`src/rtl/credit_tx.sv`:
```
// Credit-based transmitter feeding a CREDITS-deep downstream FIFO.
// It forwards a source word only while holding a credit, so the FIFO can never overrun.
module credit_tx #(
    parameter int WIDTH       = 8,
    parameter int CREDITS     = 4,
    parameter int WAIT_CYCLES = 2,
    parameter int CW          = $clog2(CREDITS + 1)
) (
    input  logic             clk,
    input  logic             reset_p,
    input  logic [WIDTH-1:0] s_data,
    input  logic             s_valid,
    output logic             s_ready,
    output logic [WIDTH-1:0] tx_data,
    output logic             tx_we,
    input  logic             credit_ret,
    output logic [CW-1:0]    credit_cnt,
    output logic             idle,
    output logic             err_ovf
);

    localparam int            HW       = (WAIT_CYCLES > 1) ? $clog2(WAIT_CYCLES) : 1;
    localparam logic [CW:0]   CRED_MAX = (CW + 1)'(CREDITS);
    localparam logic [HW-1:0] HOLD_END = HW'(WAIT_CYCLES - 1);

    typedef enum logic {S_WAIT, S_RUN} state_t;

    state_t        state, state_nxt;
    logic [HW-1:0] hold_cnt, hold_nxt;
    logic          send;
    logic [CW:0]   cnt_sum;
    logic          cnt_ovf;

    always_ff @(posedge clk or posedge reset_p) begin
        if (reset_p) begin
            state    <= S_WAIT;
            hold_cnt <= '0;
        end else begin
            state    <= state_nxt;
            hold_cnt <= hold_nxt;
        end
    end

    // s_ready depends on registered state only, never on s_valid.
    always_comb begin
        state_nxt = state;
        hold_nxt  = hold_cnt;
        s_ready   = 1'b0;
        case (state)
            S_WAIT: begin
                hold_nxt = hold_cnt + 1'b1;
                if (hold_cnt == HOLD_END)
                    state_nxt = S_RUN;
            end
            S_RUN: begin
                s_ready = (credit_cnt != '0);
            end
            default: state_nxt = S_WAIT;
        endcase
    end

    assign send    = s_valid & s_ready;
    assign cnt_sum = {1'b0, credit_cnt} - {{CW{1'b0}}, send} + {{CW{1'b0}}, credit_ret};
    assign cnt_ovf = (cnt_sum > CRED_MAX);

    always_ff @(posedge clk or posedge reset_p) begin
        if (reset_p) begin
            credit_cnt <= CRED_MAX[CW-1:0];
            tx_we      <= 1'b0;
            tx_data    <= '0;
            err_ovf    <= 1'b0;
        end else begin
            tx_we <= send;
            if (send)
                tx_data <= s_data;
            if (state == S_WAIT) begin
                // Downstream is still in reset, so any return here is bogus.
                if (credit_ret)
                    err_ovf <= 1'b1;
            end else if (cnt_ovf) begin
                credit_cnt <= CRED_MAX[CW-1:0];
                err_ovf    <= 1'b1;
            end else begin
                credit_cnt <= cnt_sum[CW-1:0];
            end
        end
    end

    assign idle = (state == S_RUN) && (credit_cnt == CRED_MAX[CW-1:0]) && !tx_we;

endmodule
```
`config.mk`:
```
export PLATFORM = sky130hd
export DESIGN_NAME = credit_tx
export DESIGN_NICKNAME = d
export VERILOG_FILES = /design/src/rtl/credit_tx.sv
export SDC_FILE = /design/constraint.sdc
export NUM_CORES = 1
export LEC_CHECK = 0
export CORE_ASPECT_RATIO = 0.75
export CORE_MARGIN = 8
export CORE_UTILIZATION = 43
export CTS_CLUSTER_DIAMETER = 200
export DETAILED_ROUTE_END_ITERATION = 8
export PLACE_DENSITY = 0.87
export SLEW_MARGIN = 20
export SYNTH_ARGS = -nofsm -noshare
export SYNTH_HDL_FRONTEND = slang
export SYNTH_SLANG_ARGS = --single-unit
```
`constraint.sdc`:
```
create_clock -name clk -period 2.9 [get_ports clk]
set_clock_uncertainty 0.2 [all_clocks]
set_input_delay 0.58 -clock clk [delete_from_list [all_inputs] [get_ports clk]]
set_output_delay 0.58 -clock clk [all_outputs]
set_load 0.005 [all_outputs]
```
==> results of run 1 <==
layer usage:
metal | routed length, µm | global-route usage [%] | vias to the layer above
met5 | 0 | 0 | -
met1 | 820 | 13.33 | 305
met2 | 1020 | 22.51 | 18
met3 | 124 | 4.632 | 3
li1 | - | - | 285
met4 | 8 | 2.166 | 0
cells by family after synthesis:
| group | after synthesis |
|---|---|
| xor gates and xnor gates | 2 |
| muxes | 8 |
| DFF | 15 |
| AOI/OAI and AO/OA | 10 |
| buffers and inverters | 10 |
| adders and majority gates | 5 |
| and+or+nand+nor | 13 |
metrics by stage:
stage	cell area [µm²]	utilization (%)	hold slack, ps
finish	1147	65.92	279.1
global route	1147	65.92	288.9
CTS	1130	64.92	285.1
detailed placement	1104	63.41	266.0
global placement	1104	63.41	244.4
floorplan	790.8	-	229.4
placed cells by master (no fill, tap or decap):
cell,n
sky130_fd_sc_hd__clkbuf_4,3
sky130_fd_sc_hd__a21oi_1,2
sky130_fd_sc_hd__dfrtp_1,14
sky130_fd_sc_hd__o32ai_2,1
sky130_fd_sc_hd__nand3b_1,1
sky130_fd_sc_hd__ha_1,4
sky130_fd_sc_hd__nor2b_1,1
sky130_fd_sc_hd__inv_1,9
sky130_fd_sc_hd__dfstp_2,1
sky130_fd_sc_hd__xor2_2,1
sky130_fd_sc_hd__and3_1,1
sky130_fd_sc_hd__nand2_1,1
sky130_fd_sc_hd__clkdlybuf4s50_1,25
sky130_fd_sc_hd__clkbuf_1,1
sky130_fd_sc_hd__o32ai_1,1
sky130_fd_sc_hd__mux2_4,8
sky130_fd_sc_hd__nand3_1,3
sky130_fd_sc_hd__a41oi_1,2
sky130_fd_sc_hd__o21ai_0,1
sky130_fd_sc_hd__buf_4,4
sky130_fd_sc_hd__dlymetal6s2s_1,1
sky130_fd_sc_hd__nand2_8,1
sky130_fd_sc_hd__o31a_4,1
sky130_fd_sc_hd__fa_1,1
sky130_fd_sc_hd__xnor2_1,1
sky130_fd_sc_hd__a21o_1,2
sky130_fd_sc_hd__nor2_1,1
sky130_fd_sc_hd__or2_2,1
sky130_fd_sc_hd__nor4_1,1
sky130_fd_sc_hd__nor3_1,2
report_power, final:
part	switching, µW	internal, µW	total [µW]
logic	241	334	575
registers	46.2	274	320
clock network	65.8	53.5	119
total	353	661	1010
layout make-up:
type / count / area, µm² / area share, %
Clock buffer: 4 / 26.28 / 2.290
Inverter: 9 / 33.78 / 2.944
Multi-Input combinational cell: 38 / 390.4 / 34.02
Sequential cell: 15 / 376.6 / 32.82
Tap cell: 22 / 27.53 / 2.399
Timing Repair Buffer: 30 / 292.8 / 25.52
worst reg2reg max path: stages (launching register included):
cell and delay [ps]:
sky130_fd_sc_hd__dfstp_2 420, sky130_fd_sc_hd__o31a_4 390, sky130_fd_sc_hd__nand2_8 70, sky130_fd_sc_hd__inv_1 60, sky130_fd_sc_hd__ha_1 270, sky130_fd_sc_hd__inv_1 60, sky130_fd_sc_hd__ha_1 150, sky130_fd_sc_hd__inv_1 50
sky130_fd_sc_hd__fa_1 400, sky130_fd_sc_hd__xor2_2 220, sky130_fd_sc_hd__nand3b_1 120, sky130_fd_sc_hd__o32ai_1 260
worst paths after layout:
path	to	slack (ps)	depth (start not counted)	start
min	hold_cnt	280	1	hold_cnt
min reg2reg	hold_cnt	280	1	hold_cnt
min in group asynchronous	err_ovf	440	2	reset_p
max	credit_cnt[1]	110	11	credit_cnt[2]
max in group asynchronous	credit_cnt[1]	1690	2	reset_p
max reg2reg	credit_cnt[1]	110	11	credit_cnt[2]
flip-flops by register name, indices dropped and copies added (netlist names):
name,flops
tx_data,8
err_ovf,1
credit_cnt,3
hold_cnt,1
tx_we,1
state,1
==> run_summary.xml, run 1 <==
<?xml version="1.0" encoding="UTF-8"?>
<metrics>
  <group name="outcome">
    <metric name="run_status" unit="">finished, final reports clean</metric>
  </group>
  <group name="clock_tree">
    <metric name="cts_hold_repair_buffers" unit="">0</metric>
    <metric name="tritoncts" unit="">built</metric>
    <metric name="cts-resized-gates" unit="">0</metric>
    <metric name="cts_root_buffer" unit="">sky130_fd_sc_hd__clkbuf_4</metric>
    <metric name="clock_insertion_delay_worst_skew" unit="ps">290</metric>
    <metric name="clockBufferDepth" unit="">2</metric>
    <metric name="clock_sinks" unit="">15</metric>
    <metric name="number_of_levels_the_h_tree_was_split_into" unit="">1</metric>
    <metric name="clkTransAtPathRegs" unit="ps">90</metric>
    <metric name="cts.repair_timing.setup_buffer_count" unit="">0</metric>
    <metric name="tritoncts_buffers" unit="">3</metric>
  </group>
  <group name="synth">
    <metric name="synth-xor-area-share" unit="%">2.215</metric>
    <metric name="ys_warn_count" unit="">0</metric>
    <metric name="fraction_of_registers_with_async_set_or_reset_after_synthesis" unit="%">100.0</metric>
    <metric name="synth-seq-cells" unit="">15</metric>
    <metric name="yosys_top_cell_area_share" unit="%">44.30</metric>
    <metric name="synthTopCellsByCount" unit="">sky130_fd_sc_hd__dfrtp_1 (14), sky130_fd_sc_hd__inv_1 (9), sky130_fd_sc_hd__mux2_4 (8), sky130_fd_sc_hd__ha_1 (4), sky130_fd_sc_hd__nand3_1 (3)</metric>
    <metric name="multiplexer_share_of_the_synthesized_area" unit="%">15.19</metric>
    <metric name="synth_seq_area_share" unit="%">47.63</metric>
    <metric name="yosys.area.top_type" unit="">sky130_fd_sc_hd__dfrtp_1</metric>
    <metric name="netlist_top_cells_area" unit="">sky130_fd_sc_hd__dfrtp_1 (44%), sky130_fd_sc_hd__mux2_4 (15%), sky130_fd_sc_hd__ha_1 (6.3%)</metric>
    <metric name="synth_simple_gate_area_share" unit="%">10.76</metric>
    <metric name="synth_top_family_by_area" unit="">multiplexers</metric>
    <metric name="post_synthesis_net_count" unit="">80</metric>
    <metric name="synth_enable_flop_cells" unit="">0</metric>
    <metric name="synth_most_common_cell" unit="">sky130_fd_sc_hd__dfrtp_1</metric>
    <metric name="yosys.area_share.adder" unit="%">8.861</metric>
    <metric name="post_synth.cell_area_avg" unit="µm²">12.55</metric>
    <metric name="synth-compound-area-share" unit="%">10.44</metric>
    <metric name="leading_register_cell_type_out_of_synthesis" unit="">sky130_fd_sc_hd__dfrtp_1</metric>
    <metric name="yosysUniqueCellTypes" unit="">25</metric>
    <metric name="syn-cell-area" unit="µm²">790.8</metric>
    <metric name="post_synth_inst_count" unit="">63</metric>
  </group>
  <group name="routing">
    <metric name="drtPass1Iterations" unit="">4</metric>
    <metric name="antenna_left" unit="">0</metric>
    <metric name="drt_drc_violations_left" unit="">0</metric>
    <metric name="route.detailed.vias_per_inst" unit="">5.178</metric>
    <metric name="detailroute.via_count" unit="">611</metric>
    <metric name="detail_route.wl_per_cell" unit="µm">16.73</metric>
    <metric name="drt_wl_total" unit="µm">1974</metric>
    <metric name="first_iter_violations" unit="">11</metric>
  </group>
  <group name="sta">
    <metric name="final_slew_violations" unit="">0</metric>
    <metric name="finalSetupTns" unit="ps">0</metric>
    <metric name="min_period" unit="ps">2788</metric>
    <metric name="finalWorstSetupSlack" unit="ps">111.8</metric>
    <metric name="worst_slew_margin_rel" unit="%">62.84</metric>
    <metric name="finalSetupViolCount" unit="">0</metric>
    <metric name="worst_pin_slew" unit="ps">556.8</metric>
    <metric name="maxClockFrequency" unit="MHz">358.7</metric>
    <metric name="final_hold_violating_endpoints" unit="">0</metric>
    <metric name="post-route-period-util" unit="%">96.14</metric>
    <metric name="rsz0062_at_grt" unit="">no</metric>
  </group>
  <group name="power_and_ir_drop">
    <metric name="leakage" unit="µW">0.0005400</metric>
    <metric name="design_power_total" unit="µW">1014</metric>
    <metric name="power.density_cell_area" unit="nW/µm²">883.9</metric>
    <metric name="irDropWorstVdd" unit="mV">0.6324</metric>
  </group>
  <group name="global_routing">
    <metric name="global_route_wire_length_before_repair" unit="µm">3222</metric>
    <metric name="largest_net_degree_at_the_start_of_global_routing" unit="">16</metric>
    <metric name="grt-ovfl-total" unit="">0</metric>
    <metric name="antenna_violations_before_repair" unit="">0</metric>
    <metric name="grt_util_all_layers" unit="%">12.24</metric>
    <metric name="first_global_vias" unit="">687</metric>
  </group>
  <group name="placement">
    <metric name="io_buffers" unit="">26</metric>
    <metric name="dpl.hpwl" unit="µm">1567</metric>
    <metric name="globalplace.congestion" unit="">0.9607</metric>
    <metric name="placed_cells_incl_taps" unit="">114</metric>
    <metric name="dpl_worst_slack" unit="ps">-287.5</metric>
  </group>
  <group name="setup_path">
    <metric name="worstPathMaxFanout" unit="">7</metric>
    <metric name="cp_peak_stage_delay" unit="ps">420</metric>
    <metric name="critPathRequiredTime" unit="ps">2880</metric>
    <metric name="cp_slowest_cell" unit="">sky130_fd_sc_hd__dfstp_2</metric>
    <metric name="setup.worst_path.start_class" unit="">flop</metric>
    <metric name="worstPathCellList" unit="">o31a_4 -&gt; nand2_8 -&gt; inv_1 -&gt; ha_1 -&gt; inv_1 -&gt; ha_1 -&gt; inv_1 -&gt; fa_1 -&gt; xor2_2 -&gt; nand3b_1 -&gt; o32ai_1</metric>
    <metric name="end_kind" unit="">flop</metric>
    <metric name="buffering_stage_count_on_the_worst_path_with_inverters_included" unit="">3</metric>
    <metric name="path_class" unit="">reg2reg</metric>
    <metric name="cell_repeated_most_along_the_worst_path" unit="">sky130_fd_sc_hd__inv_1</metric>
    <metric name="family_of_cells_with_the_greatest_summed_delay_on_the_critical_path" unit="">adder cells</metric>
    <metric name="critPathArrivalTime" unit="ps">2770</metric>
  </group>
  <group name="layout">
    <metric name="fin_nets" unit="">114</metric>
    <metric name="area_grow_syn2layout" unit="%">45.09</metric>
    <metric name="antenna_cells_inserted" unit="">0</metric>
    <metric name="layout.cells.non_filler" unit="">118</metric>
    <metric name="drive_above_1_share" unit="%">21.88</metric>
    <metric name="fillerInstances" unit="">137</metric>
  </group>
  <group name="floorplan">
    <metric name="placeableCoreArea" unit="µm²">1740</metric>
    <metric name="start_util" unit="%">45.43</metric>
    <metric name="placementRows" unit="">13</metric>
    <metric name="top_level_ports" unit="">27</metric>
    <metric name="die_area" unit="µm²">3481</metric>
    <metric name="floorplan.die.height" unit="µm">53.14</metric>
    <metric name="chipWidth" unit="µm">65.52</metric>
  </group>
  <group name="flow_run">
    <metric name="drv_cap" unit="">0</metric>
  </group>
  <group name="hold_path">
    <metric name="hp-class" unit="">reg2reg</metric>
  </group>
</metrics>
Power figures use the tool's default switching activity.
==> run 2, diff against run 1 <==
--- a/config.mk
+++ b/config.mk
@@ -6,11 +6,11 @@
 export NUM_CORES = 1
 export LEC_CHECK = 0
 export CORE_ASPECT_RATIO = 0.75
-export CORE_MARGIN = 8
-export CORE_UTILIZATION = 43
+export CORE_MARGIN = 4
+export CORE_UTILIZATION = 30
 export CTS_CLUSTER_DIAMETER = 200
 export DETAILED_ROUTE_END_ITERATION = 8
-export PLACE_DENSITY = 0.87
+export PLACE_DENSITY = 0.68
 export SLEW_MARGIN = 20
 export SYNTH_ARGS = -nofsm -noshare
 export SYNTH_HDL_FRONTEND = slang
==> run 2 against run 1 <==
Net effect:
- sequential share of layout area fell by 0.56 points
- power increased by 0.26%
- highest routed layer unchanged
- sequential power barely moved
- count of clock-buffer cells in the layout unchanged
- combinational power is 0.7% higher
- routed wire length down 10%
- largest cell class unchanged
- critical path type is now in2reg
- first-iteration DRC count up 82%
- non-clock buffer count is 2 higher
==> run_summary.xml, run 2 (synthesized netlist as in run 1, its figures left out) <==
<?xml version="1.0" encoding="UTF-8"?>
<metrics>
  <group name="outcome">
    <metric name="run_status" unit="">finished, final reports clean</metric>
  </group>
  <group name="setup_path">
    <metric name="crit_path_start" unit="">s_valid</metric>
    <metric name="rr_startpoint" unit="">credit_cnt[2]</metric>
    <metric name="worstPathMaxFanout" unit="">4</metric>
    <metric name="path_class" unit="">in2reg</metric>
    <metric name="setup.worst_path.start_class" unit="">input port</metric>
    <metric name="critPathRequiredTime" unit="ps">2880</metric>
    <metric name="r2r_setup_slack" unit="ps">150</metric>
    <metric name="reg2reg_to" unit="">credit_cnt[0]</metric>
    <metric name="worstRegToRegCells" unit="">11</metric>
    <metric name="critPathArrivalTime" unit="ps">2760</metric>
    <metric name="end_kind" unit="">flop</metric>
  </group>
  <group name="power_and_ir_drop">
    <metric name="power.density_cell_area" unit="nW/µm²">871.0</metric>
    <metric name="power.share.clock" unit="%">11.7</metric>
    <metric name="p_int" unit="µW">675.8</metric>
    <metric name="power.switching" unit="µW">341.0</metric>
    <metric name="share_comb_of_total_power" unit="%">57.0</metric>
    <metric name="design_power_total" unit="µW">1017</metric>
    <metric name="switching_share" unit="%">33.54</metric>
    <metric name="irDropWorstVdd" unit="mV">0.3763</metric>
    <metric name="leakage" unit="µW">0.0005384</metric>
    <metric name="portion_of_total_power_attributed_to_sequential_cells" unit="%">31.4</metric>
  </group>
  <group name="clock_tree">
    <metric name="number_of_levels_the_h_tree_was_split_into" unit="">1</metric>
    <metric name="tritoncts" unit="">built</metric>
    <metric name="cts.repair_timing.setup_buffer_count" unit="">0</metric>
    <metric name="clock_sinks" unit="">15</metric>
    <metric name="tritoncts_buffers" unit="">3</metric>
    <metric name="cts_root_buffer" unit="">sky130_fd_sc_hd__clkbuf_4</metric>
    <metric name="clock_insertion_delay_worst_skew" unit="ps">280</metric>
    <metric name="clockBufferDepth" unit="">2</metric>
    <metric name="cts_hold_repair_buffers" unit="">0</metric>
    <metric name="clkTransAtPathRegs" unit="ps">90</metric>
  </group>
  <group name="layout">
    <metric name="final_util" unit="%">48.59</metric>
    <metric name="fillerInstances" unit="">241</metric>
    <metric name="antenna_cells_inserted" unit="">0</metric>
    <metric name="fin_nets" unit="">116</metric>
    <metric name="top_regs" unit="">tx_data (8), credit_cnt (3)</metric>
    <metric name="flip_flop_count_of_the_largest_register_all_copies_and_words_added" unit="">8</metric>
    <metric name="final_common_cell" unit="">sky130_fd_sc_hd__clkdlybuf4s50_1</metric>
    <metric name="layout.cells.non_filler" unit="">132</metric>
    <metric name="drive_above_1_share" unit="%">22.45</metric>
    <metric name="most-common-layout-cells" unit="">sky130_fd_sc_hd__clkdlybuf4s50_1 (26), sky130_fd_sc_hd__dfrtp_1 (14), sky130_fd_sc_hd__inv_1 (9)</metric>
    <metric name="area_grow_syn2layout" unit="%">47.63</metric>
    <metric name="fin_area" unit="µm²">1167</metric>
    <metric name="largest-register" unit="">tx_data</metric>
  </group>
  <group name="floorplan">
    <metric name="chipWidth" unit="µm">67.29</metric>
    <metric name="placeableCoreArea" unit="µm²">2402</metric>
    <metric name="top_level_ports" unit="">27</metric>
    <metric name="die_area" unit="µm²">3530</metric>
    <metric name="placementRows" unit="">15</metric>
    <metric name="floorplan.die.height" unit="µm">52.46</metric>
    <metric name="start_util" unit="%">32.92</metric>
  </group>
  <group name="sta">
    <metric name="min_period" unit="ps">2785</metric>
    <metric name="final_hold_violating_endpoints" unit="">0</metric>
    <metric name="worst_slew_margin_rel" unit="%">61.61</metric>
    <metric name="maxClockFrequency" unit="MHz">359.1</metric>
    <metric name="rsz0062_at_grt" unit="">no</metric>
    <metric name="finalSetupTns" unit="ps">0</metric>
    <metric name="worst_pin_slew" unit="ps">575.2</metric>
    <metric name="post-route-period-util" unit="%">96.02</metric>
    <metric name="finalSetupViolCount" unit="">0</metric>
    <metric name="final_slew_violations" unit="">0</metric>
  </group>
  <group name="routing">
    <metric name="antenna_left" unit="">0</metric>
    <metric name="drt_drc_violations_left" unit="">0</metric>
    <metric name="detail_route.wl_per_cell" unit="µm">13.41</metric>
    <metric name="drtPass1Iterations" unit="">4</metric>
    <metric name="drt_wl_total" unit="µm">1770</metric>
    <metric name="first_iter_violations" unit="">20</metric>
    <metric name="route.detailed.vias_per_inst" unit="">4.477</metric>
    <metric name="detailroute.via_count" unit="">591</metric>
  </group>
  <group name="global_routing">
    <metric name="global_route_wire_length_before_repair" unit="µm">2918</metric>
    <metric name="grt_util_all_layers" unit="%">11.51</metric>
    <metric name="largest_net_degree_at_the_start_of_global_routing" unit="">16</metric>
    <metric name="first_global_vias" unit="">603</metric>
    <metric name="grt-ovfl-total" unit="">0</metric>
    <metric name="antenna_violations_before_repair" unit="">0</metric>
  </group>
  <group name="hold_path">
    <metric name="worst_hold_startpoint" unit="">hold_cnt</metric>
    <metric name="whs_path_depth" unit="">1</metric>
    <metric name="holdPathEnd" unit="">hold_cnt</metric>
    <metric name="hp-class" unit="">reg2reg</metric>
  </group>
  <group name="placement">
    <metric name="io_buffers" unit="">26</metric>
    <metric name="placed_cells_incl_taps" unit="">128</metric>
    <metric name="dpl.hpwl" unit="µm">1450</metric>
    <metric name="dpl_cell_area" unit="µm²">1134</metric>
    <metric name="globalplace.congestion" unit="">0.8334</metric>
  </group>
  <group name="flow_run">
    <metric name="drv_cap" unit="">0</metric>
  </group>
</metrics>
run 2: cell count changes in the layout (fill, tap and decap cells not counted):
cell	change
sky130_fd_sc_hd__dlymetal6s2s_1	-1
sky130_fd_sc_hd__buf_4	+2
sky130_fd_sc_hd__o32ai_1	+1
sky130_fd_sc_hd__clkdlybuf4s50_1	+1
sky130_fd_sc_hd__o32ai_2	-1
run 2: area by class of cell:
class / instances / area [µm²] / share of cell area (%)
multi-input combinational: 38 / 382.9 / 32.80
tap: 34 / 42.54 / 3.644
timing repair buffer: 32 / 305.3 / 26.15
inverter: 9 / 33.78 / 2.894
sequential: 15 / 376.6 / 32.26
clock buffer: 4 / 26.28 / 2.251
run 2: layer usage:
metal	vias to the layer above	share of wire [%]	GRT usage, %
li1	291	-	-
met1	285	48	16.51
met2	13	47	16.31
met3	2	3.8	4.506
met4	0	0.56	2.020
met5	-	0	0
run 2: worst max path at each step:
stage	slack (ps)	cells past startpoint	endpoint
3_3_place_gp	-160	11	credit_cnt[0]
3_5_place_dp	-210	11	credit_cnt[0]
6_report	120	11	credit_cnt[0]
5_1_grt	20	11	credit_cnt[0]
2_1_floorplan	190	11	credit_cnt[0]
4_1_cts	70	11	credit_cnt[0]
run 2: worst max-delay path, cell delays in order:
cell	delay [ps]
sky130_fd_sc_hd__clkdlybuf4s50_1	560
sky130_fd_sc_hd__nand2_8	60
sky130_fd_sc_hd__inv_1	80
sky130_fd_sc_hd__ha_1	220
sky130_fd_sc_hd__inv_1	50
sky130_fd_sc_hd__ha_1	150
sky130_fd_sc_hd__inv_1	50
sky130_fd_sc_hd__fa_1	400
sky130_fd_sc_hd__xor2_2	230
sky130_fd_sc_hd__nand3_1	110
sky130_fd_sc_hd__o32ai_1	260
run 2: metrics by stage:
stage	setup slack, ps	hold slack [ps]
CTS	72.27	287.7
detailed placement	-214.8	271.4
global route	15.72	309.5
global placement	-160.5	244.2
finish	115.3	274.4
floorplan	192.7	229.4
run 2: timing repair:
| action | 4_1_cts | 5_1_grt |
|---|---|---|
| setup endpoints to repair | 0 | 2 |
| gates resized for setup | 0 | 1 |
| hold endpoints to repair | 0 | 0 |
run 2: power by group through the flow:
stage | clock, µW | sequential, µW | combinational [µW]
final | 119 | 319 | 579
after detailed placement | 0 | 324 | 568
after global routing | 136 | 326 | 635
after global placement | 0 | 320 | 555
after CTS | 124 | 320 | 571
after floorplan | 0 | 324 | 300
==> run 3, diff against run 2 <==
--- a/config.mk
+++ b/config.mk
@@ -10,6 +10,7 @@
 export CORE_UTILIZATION = 30
 export CTS_CLUSTER_DIAMETER = 200
 export DETAILED_ROUTE_END_ITERATION = 8
+export HOLD_SLACK_MARGIN = 0.15
 export PLACE_DENSITY = 0.68
 export SLEW_MARGIN = 20
 export SYNTH_ARGS = -nofsm -noshare
==> results of run 3 <==
No change in the layout: final DEF, timing and power equal those of run 2.
